--- src/rtl/clkdiv_bank_pkg.sv ---
// rtl/clkdiv_bank_pkg.sv - shared types, constants and helpers for the clock divider bank
package clkdiv_pkg;

    typedef enum logic {
        CH_STOP = 1'b0,
        CH_RUN  = 1'b1
    } ch_state_t;

    localparam int MIN_DIV = 2;

    // High phase length; odd divisors spend the extra cycle high.
    function automatic int unsigned high_len(input int unsigned div);
        return (div + 1) >> 1;
    endfunction

endpackage

--- src/rtl/clkdiv_bank_if.sv ---
// rtl/clkdiv_bank_if.sv - control and output bundle of the clock divider bank
interface clkdiv_bank_if #(
    parameter int NUM_CH = 2,
    parameter int CNT_W  = 8
);
    localparam int CH_W = (NUM_CH > 1) ? $clog2(NUM_CH) : 1;

    logic [NUM_CH-1:0] en_in;
    logic              load_in;
    logic [CH_W-1:0]   load_ch_in;
    logic [CNT_W-1:0]  load_div_in;
    logic              sync_in;
    logic [NUM_CH-1:0] clk_out;
    logic [NUM_CH-1:0] tick_out;
    logic              err_out;

    modport master (
        output en_in, load_in, load_ch_in, load_div_in, sync_in,
        input  clk_out, tick_out, err_out
    );

    modport slave (
        input  en_in, load_in, load_ch_in, load_div_in, sync_in,
        output clk_out, tick_out, err_out
    );

endinterface

--- src/rtl/clkdiv_channel.sv ---
// rtl/clkdiv_channel.sv - one programmable divider with glitch-free stop and deferred reload
module clkdiv_channel
    import clkdiv_pkg::*;
#(
    parameter int               CNT_W   = 8,
    parameter logic [CNT_W-1:0] DIV_RST = CNT_W'(10)
) (
    input  logic             clk,
    input  logic             rst,
    input  logic             en,
    input  logic             sync,
    input  logic             load_strobe,
    input  logic [CNT_W-1:0] load_div,
    output logic             clk_div,
    output logic             tick
);

    ch_state_t        state_q, state_d;
    logic [CNT_W-1:0] cnt_q, cnt_d;
    logic [CNT_W-1:0] div_q, div_d;
    logic [CNT_W-1:0] pdiv_q, pdiv_d;
    logic             pend_q, pend_d;
    logic             clk_q, clk_d;
    logic             tick_q, tick_d;

    logic [CNT_W-1:0] eff_div;
    logic [CNT_W-1:0] cnt_inc;
    logic             wrap;

    // A same-cycle load beats an older pending value, so the last load wins.
    assign eff_div = load_strobe ? load_div : (pend_q ? pdiv_q : div_q);
    assign cnt_inc = cnt_q + CNT_W'(1);
    assign wrap    = (cnt_q == div_q - CNT_W'(1));

    always_comb begin
        state_d = state_q;
        cnt_d   = cnt_q;
        div_d   = div_q;
        pdiv_d  = pdiv_q;
        pend_d  = pend_q;
        clk_d   = clk_q;
        tick_d  = 1'b0;
        case (state_q)
            CH_STOP: begin
                cnt_d = '0;
                clk_d = 1'b0;
                if (load_strobe) begin
                    div_d  = load_div;
                    pend_d = 1'b0;
                end
                if (en) begin
                    state_d = CH_RUN;
                    clk_d   = 1'b1;
                    tick_d  = 1'b1;
                end
            end
            CH_RUN: begin
                if (sync || wrap) begin
                    cnt_d  = '0;
                    div_d  = eff_div;
                    pend_d = 1'b0;
                    // Stopping only at a wrap keeps the low phase intact; sync restarts instead.
                    if (!sync && !en) begin
                        state_d = CH_STOP;
                        clk_d   = 1'b0;
                    end else begin
                        clk_d  = 1'b1;
                        tick_d = 1'b1;
                    end
                end else begin
                    cnt_d = cnt_inc;
                    clk_d = (32'(cnt_inc) < high_len(32'(div_q)));
                    if (load_strobe) begin
                        pend_d = 1'b1;
                        pdiv_d = load_div;
                    end
                end
            end
            default: begin
                state_d = CH_STOP;
                cnt_d   = '0;
                clk_d   = 1'b0;
            end
        endcase
    end

    always_ff @(posedge clk) begin
        if (rst) begin
            state_q <= CH_STOP;
            cnt_q   <= '0;
            div_q   <= DIV_RST;
            pdiv_q  <= '0;
            pend_q  <= 1'b0;
            clk_q   <= 1'b0;
            tick_q  <= 1'b0;
        end else begin
            state_q <= state_d;
            cnt_q   <= cnt_d;
            div_q   <= div_d;
            pdiv_q  <= pdiv_d;
            pend_q  <= pend_d;
            clk_q   <= clk_d;
            tick_q  <= tick_d;
        end
    end

    assign clk_div = clk_q;
    assign tick    = tick_q;

endmodule

--- src/rtl/clkdiv_bank.sv ---
// rtl/clkdiv_bank.sv - bank of programmable clock dividers with shared load bus and sync
module clkdiv_bank
    import clkdiv_pkg::*;
#(
    parameter int                      NUM_CH   = 2,
    parameter int                      CNT_W    = 8,
    parameter logic [NUM_CH*CNT_W-1:0] DIV_INIT = {8'd100, 8'd10}
) (
    input  logic        clock_1MHz,
    input  logic        rst,
    clkdiv_bank_if.slave bus
);

    logic              load_ok;
    logic              err_q;
    logic [NUM_CH-1:0] strobe;
    logic [NUM_CH-1:0] clk_vec;
    logic [NUM_CH-1:0] tick_vec;

    assign load_ok = (32'(bus.load_div_in) >= 32'(MIN_DIV)) &&
                     (32'(bus.load_ch_in) < 32'(NUM_CH));

    always_ff @(posedge clock_1MHz) begin
        if (rst) begin
            err_q <= 1'b0;
        end else if (bus.load_in && !load_ok) begin
            err_q <= 1'b1;
        end
    end

    for (genvar g = 0; g < NUM_CH; g++) begin : g_ch
        if (DIV_INIT[g*CNT_W +: CNT_W] < CNT_W'(MIN_DIV)) begin : g_bad_init
            $error("clkdiv_bank: DIV_INIT entry %0d is below MIN_DIV", g);
        end

        assign strobe[g] = bus.load_in && load_ok && (32'(bus.load_ch_in) == 32'(g));

        clkdiv_channel #(
            .CNT_W   (CNT_W),
            .DIV_RST (DIV_INIT[g*CNT_W +: CNT_W])
        ) u_ch (
            .clk         (clock_1MHz),
            .rst         (rst),
            .en          (bus.en_in[g]),
            .sync        (bus.sync_in),
            .load_strobe (strobe[g]),
            .load_div    (bus.load_div_in),
            .clk_div     (clk_vec[g]),
            .tick        (tick_vec[g])
        );
    end

    assign bus.clk_out  = clk_vec;
    assign bus.tick_out = tick_vec;
    assign bus.err_out  = err_q;

endmodule

--- src/flat_wrapper.sv ---
// flat-port wrapper written by rule: the top's interface ports become plain ports
module clkdiv_bank_flat import clkdiv_pkg::*;
#(
    parameter int                      NUM_CH   = 2,
    parameter int                      CNT_W    = 8,
    parameter logic [NUM_CH*CNT_W-1:0] DIV_INIT = {8'd100, 8'd10}
)
  (clock_1MHz, rst, bus_en_in, bus_load_in, bus_load_ch_in, bus_load_div_in, bus_sync_in, bus_clk_out, bus_tick_out, bus_err_out);
  clkdiv_bank_if #(.NUM_CH(NUM_CH), .CNT_W(CNT_W)) bus_i ();
  input  logic clock_1MHz;
  input  logic rst;
  input wire logic [$bits(bus_i.en_in)-1:0] bus_en_in;
  input wire logic [$bits(bus_i.load_in)-1:0] bus_load_in;
  input wire logic [$bits(bus_i.load_ch_in)-1:0] bus_load_ch_in;
  input wire logic [$bits(bus_i.load_div_in)-1:0] bus_load_div_in;
  input wire logic [$bits(bus_i.sync_in)-1:0] bus_sync_in;
  output wire logic [$bits(bus_i.clk_out)-1:0] bus_clk_out;
  output wire logic [$bits(bus_i.tick_out)-1:0] bus_tick_out;
  output wire logic [$bits(bus_i.err_out)-1:0] bus_err_out;
  assign bus_i.en_in = bus_en_in;
  assign bus_i.load_in = bus_load_in;
  assign bus_i.load_ch_in = bus_load_ch_in;
  assign bus_i.load_div_in = bus_load_div_in;
  assign bus_i.sync_in = bus_sync_in;
  assign bus_clk_out = bus_i.clk_out;
  assign bus_tick_out = bus_i.tick_out;
  assign bus_err_out = bus_i.err_out;
  clkdiv_bank #(.NUM_CH(NUM_CH), .CNT_W(CNT_W), .DIV_INIT(DIV_INIT)) u_core (.clock_1MHz(clock_1MHz), .rst(rst), .bus(bus_i));
endmodule
--- config.mk ---
export PLATFORM = sky130hd
export DESIGN_NAME = clkdiv_bank_flat
export DESIGN_NICKNAME = d
export VERILOG_FILES = /design/src/rtl/clkdiv_bank_pkg.sv /design/src/rtl/clkdiv_bank_if.sv /design/src/rtl/clkdiv_channel.sv /design/src/rtl/clkdiv_bank.sv /design/src/flat_wrapper.sv
export SDC_FILE = /design/constraint.sdc
export NUM_CORES = 1
export LEC_CHECK = 0
export CORE_MARGIN = 2
export CORE_UTILIZATION = 55
export DETAILED_ROUTE_END_ITERATION = 7
export HOLD_SLACK_MARGIN = 0.08
export PLACE_DENSITY = 0.76
export REMOVE_ABC_BUFFERS = 1
export SYNTH_ARGS = -nofsm -noshare
export SYNTH_HDL_FRONTEND = slang
export SYNTH_SLANG_ARGS = --single-unit
--- constraint.sdc ---
create_clock -name clock_1MHz -period 4.55 [get_ports clock_1MHz]
set_input_delay 0.455 -clock clock_1MHz [delete_from_list [all_inputs] [get_ports clock_1MHz]]
set_output_delay 0.455 -clock clock_1MHz [all_outputs]
set_load 0.005 [all_outputs]
# Word-level counts from Yosys, hierarchy flattened
# Cells that the tools add are included.
[classes] order_cmp=3 muxes=38 reduce_logical=18 n_bitwise=5 add_sub_neg=6 n_eq_ne=10
[ops] cell="8-bit 2-to-1 mux" n=10
[ops] cell="8-bit case mux with 2 select lines" n=4
[ops] cell="8-bit by 1-bit adder with 9-bit output, second input constant" n=2
[ops] cell="8-bit by 1-bit adder with 8-bit output, second input constant" n=2
[ops] cell="8-bit == test" n=2
[ops] cell="8-bit < comparator" n=2
[ops] cell="1-bit 2-to-1 mux" n=16
[ops] cell="1-bit case mux with 2 select lines" n=8
[ops] cell="8-bit by 1-bit subtractor with 8-bit output, second input constant" n=2
[ops] cell="3-bit by 2-bit != test with 1-bit output, second input constant" n=4
[ops] cell="3-bit AND reduction" n=4
[ops] cell="8-bit by 2-bit >= comparator with 1-bit output, second input constant" n=1
[ops] cell="1-bit logical AND" n=6
[ops] cell="1-bit inverter" n=5
[ops] cell="1-bit zero test" n=4
[ops] cell="2-bit by 1-bit != test with 1-bit output, second input constant" n=2
[ops] cell="2-bit != test, second input constant" n=2
[ops] cell="2-bit AND reduction" n=2
[ops] cell="1-bit logical OR" n=2
[totals] word_cells=95 input_bits=15 reg_bits=57

# Depth between registers and ports, before layout
[logic_depth] depth_word=6 mapped_depth=11 ltp_nobuf=10

# Modules after synthesis
# From an unflattened synthesis, not the netlist that was laid out.
[unflattened] cells_unflattened=438 hier_area_um2=3821.2
[by_module_without_submodules] mod="clkdiv_channel at u_core.g_ch[0].u_ch" instances=1 area_each_um2=1919.3 cells_per_inst=218 seq_area_each_um2=560.5
[by_module_without_submodules] mod="clkdiv_channel at u_core.g_ch[1].u_ch" instances=1 area_each_um2=1811.7 cells_per_inst=210 seq_area_each_um2=560.5
[by_module_without_submodules] mod="clkdiv_bank" instances=1 area_each_um2=90.1 cells_per_inst=10 seq_area_each_um2=20.0

# Least setup slack after synthesis
# OpenSTA, ideal clock, no wires.
[synth_timing] path_kind="reg2reg" from="register u_core.g_ch[0].u_ch.div_q[0]" to="register u_core.g_ch[0].u_ch.pdiv_q[2]" path_stages_with_launch=9 synth_period_minus_slack_ps=2370 setup_slack_ps=2180 setup_time_ps=72 required_time_ps=4478 arrival_ps=2298 cell_sequence="dfxtp_1 -> buf_6 -> or4_4 -> or3_4 -> a2111oi_4 -> o211a_4 -> or3_4 -> buf_6 -> mux2i_1"
[synth_between] elab_chain_cells=5
[synth_rtl] item="start: declaration" line="clkdiv_channel.sv:20" text="logic [CNT_W-1:0] div_q, div_d;"
[synth_rtl] item="start signal: assignment" line="clkdiv_channel.sv:99" text="div_q <= div_d;"
[synth_rtl] item="8-bit by 1-bit subtractor with 8-bit output" line="clkdiv_channel.sv:33" text="assign wrap = (cnt_q == div_q - CNT_W'(1));"
[synth_rtl] item="8-bit == test" line="clkdiv_channel.sv:33"
[synth_rtl] item="1-bit logical OR" line="clkdiv_channel.sv:58" text="if (sync || wrap) begin"
[synth_rtl] item="1-bit inverter (no source line)"
[synth_rtl] item="3-bit AND reduction (no source line)"
[synth_rtl] item="end signal: assignment" line="clkdiv_channel.sv:100" text="pdiv_q <= pdiv_d;"
[synth_rtl] item="end: declaration" line="clkdiv_channel.sv:21" text="logic [CNT_W-1:0] pdiv_q, pdiv_d;"
# Every way passes these cells.
# A chain may end at the register's enable or synchronous reset.

# Worst setup path after layout
[layout_timing] from="register u_core.g_ch[1].u_ch.div_q[0]" to="register u_core.g_ch[1].u_ch.div_q[6]"
[layout_between] elab_chain_cells=5
[layout_rtl] item="start: declaration" line="clkdiv_channel.sv:20"
[layout_rtl] item="start signal: assignment" line="clkdiv_channel.sv:99"
[layout_rtl] item="8-bit by 1-bit subtractor with 8-bit output" line="clkdiv_channel.sv:33"
[layout_rtl] item="8-bit == test" line="clkdiv_channel.sv:33"
[layout_rtl] item="1-bit logical OR" line="clkdiv_channel.sv:58"
[layout_rtl] item="2-bit by 1-bit != test with 1-bit output (no source line)"
[layout_rtl] item="3-bit AND reduction (no source line)"
# Every way passes these cells.

==> results.yml <==
worst_hold_path:
  whs_path_depth: 2
  min_from: "u_core.g_ch[0].u_ch.pdiv_q[2]"
  min_to: "u_core.g_ch[0].u_ch.pdiv_q[2]"
  hold_class: "reg2reg"
drt:
  via_per_inst: 6.02
  dr.pass1.iters: 5
  vias: 2976
  routed_wl_um: 8010
  drc: 0
  wire_per_inst_um: 16.2
  drt_iter0_markers: 196
  ant_nets: 0
place:
  placed_area_mm2: 0.00375
  place.detailed.hpwl_um: 5940
  gp_congestion: 0.827
  io_buffers: 19
sta:
  slew_violations: 0
  finalCritPeriodShare_pct: 59.3
  fin_skew_ns: 0.00797
  period_minus_slack_ns: 2.70
  hold_ws_ns: 0.457
  rsz0062_at_grt: "false"
  worstMarginPinSlew_ns: 0.812
  setup_tns_ns: 0
  fmax_ghz: 0.371
  finalSetupViolCount: 0
  relSlewSlack_pct: 45.4
  hold_violations: 0
synthesis:
  synthTopCellsByArea: "dfxtp_1 (32%), mux2i_1 (8.6%), ha_1 (7.0%), xnor2_1 (5.8%), nand2_1 (5.0%)"
  synth_top_area_share_pct: 31.7
  yosys_most_used_dff: "dfxtp_1"
  async_reset_ff_share_pct: 0
  synth_edf_count: 0
  ys_types: 54
  yosys-top-cells-count: "dfxtp_1 (57), nand2_1 (48), mux2i_1 (31)"
  synth.most_common_cell: "dfxtp_1"
  syn_area_mm2: 0.00359
  syn_avg_cell_area_um2: 8.83
  yosysSeqAreaShare_pct: 31.7
  syn_inst: 407
  yosysWarnings: 0
  yosysTopAreaCell: "dfxtp_1"
  synth-seq-cells: 57
power_and_ir_drop:
  ir_drop_uv: 252
  p_leak_nw: 1.69
  powerDensity_mw_per_mm2: 324
  power.total_mw: 1.29
worst_setup_path:
  crit_required_ns: 4.82
  r2r_cells: 8
  path_class: "reg2reg"
  critical-path-top-delay-family: "simple AND/OR/NAND/NOR gates"
  rrSetupSlack_ns: 1.85
  crit_cells: 8
  cpPeakStageDelay_ns: 0.49
  path_buf_inv: 1
  crit_fanout: 8
  worstPathArrival_ns: 2.97
  worstSetupEndpointType: "flip-flop"
  r2r-end: "u_core.g_ch[1].u_ch.div_q[6]"
  cp-start-kind: "flip-flop"
  slowest_stage: "nor4b_1"
  r2r_start: "u_core.g_ch[1].u_ch.div_q[0]"
  path_cells: "inv_1 -> ha_1 -> nor3b_1 -> o211ai_1 -> nor4b_1 -> o211ai_2 -> a21boi_4 -> mux2i_1"
die:
  row_count: 29
  die_x_um: 84.8
  start_util_pct: 56.6
  core_mm2: 0.00635
  die_h_um: 84.8
  ios: 20
  die_area_mm2: 0.00720
finish:
  fin_area_mm2: 0.00400
  diodes: 0
  area_growth_pct: 11.1
  drive_above_1_share_pct: 8.15
  final_nets: 447
clock_tree:
  htree_levels: 3
  cts_tree: "yes"
  clock_path_buffers: 2
  ctsResizeCount: 0
  clk_pin_slew_ns: 0.06
  cts_buffers: 9
  worstSkewPairLatency_ns: 0.35
  cts.sinks: 57
  root_buffer: "clkbuf_8"
  ctsHoldBuffers: 0
  cts_setup_buffers: 0
global_route:
  grt_max_degree: 38
  grt_overflow: 0
  globalRouteTotalUtil_pct: 23.6
  grt_pass1_wl_um: 13500
  grt_pass1_vias: 2818
  antenna_found_initial: 0
flow_run:
  maxCapViolations: 0
outcome:
  status: "completed"
## tightest hold or removal path, cell delays in order (launching register included)
cell     delay, ns
dfxtp_1       0.31
nand2_1       0.05
mux2i_1       0.05
## final cells by class
type	count	area [µm²]
fill	522	2350
timing repair buffer	21	205
clock buffer	10	138
sequential	57	1140
clock inverter	6	105
inverter	8	30.0
tap	77	96.3
multi-input combinational	315	2280
## cells in the final DEF (no fill, tap or decap), types with 8 or more instances in the layout
cell / n
xnor2_1: 24
nand2_1: 48
dfxtp_1: 57
nor3_1: 10
clkbuf_8: 10
a21oi_1: 14
inv_1: 8
o211a_1: 8
clkdlybuf4s50_1: 19
and3_1: 8
nand3_1: 21
ha_1: 20
mux2i_1: 31
nor2_1: 25
xor2_1: 17
o211ai_1: 13
nor2b_1: 13
## flip-flops by register name, indices dropped and copies added (netlist names)
| signal | count |
|---|---|
| u_core.g_ch.u_ch.tick | 2 |
| u_core.bus.err_out | 1 |
| u_core.g_ch.u_ch.div_q | 16 |
| u_core.g_ch.u_ch.state_q | 2 |
| u_core.g_ch.u_ch.pdiv_q | 16 |
| u_core.g_ch.u_ch.cnt_q | 16 |
| u_core.g_ch.u_ch.clk_div | 2 |
| u_core.g_ch.u_ch.pend_q | 2 |
## metal layers
layer	share of wire (%)	up-vias	global-route usage [%]	wire length (µm)
met1	49	1405	32.4	3910
met4	2.2	0	10.2	176
li1	-	1464	-	-
met3	4.9	15	5.25	394
met2	44	92	35.8	3520
met5	0	-	0	0
## how the worst max path moves through the flow
stage	from	endpoint	slack (ns)
floorplan	u_core.g_ch[0].u_ch.div_q[0]	u_core.g_ch[0].u_ch.div_q[0]	2.27
global placement	bus_load_div_in[5]	u_core.g_ch[0].u_ch.div_q[0]	1.78
detailed placement	bus_load_div_in[5]	u_core.g_ch[1].u_ch.div_q[1]	1.68
CTS	u_core.g_ch[1].u_ch.div_q[0]	u_core.g_ch[1].u_ch.div_q[6]	1.89
global route	u_core.g_ch[1].u_ch.div_q[0]	u_core.g_ch[1].u_ch.div_q[6]	1.56
finish	u_core.g_ch[1].u_ch.div_q[0]	u_core.g_ch[1].u_ch.div_q[6]	1.85
## kinds of logic after synthesis
group / count (synthesis) / share of synthesized area, %
and+or+nand+nor: 151 / 21.5
muxes: 32 / 8.95
buffers and inverters: 35 / 4.84
DFF: 57 / 31.7
AOI/OAI and AO/OA: 71 / 16.0
xor gates and xnor gates: 41 / 9.99
adders and majority gates: 20 / 6.96
## per-stage QoR
stage / std cells / utilization, % / worst slack (ns)
after detailed placement: 478 / 59.1 / 1.68
after global routing: 494 / 62.9 / 1.56
after floorplan: 380 / - / 2.27
after CTS: 494 / 62.9 / 1.89
final: 494 / 62.9 / 1.85
after global placement: 478 / 59.1 / 1.78
## where the power goes
| group | internal, mW | switching [mW] |
|---|---|---|
| combinational | 0.0770 | 0.0899 |
| sequential | 0.517 | 0.0291 |
| clock | 0.375 | 0.206 |
No activity file was read; power rests on OpenSTA's default activity.
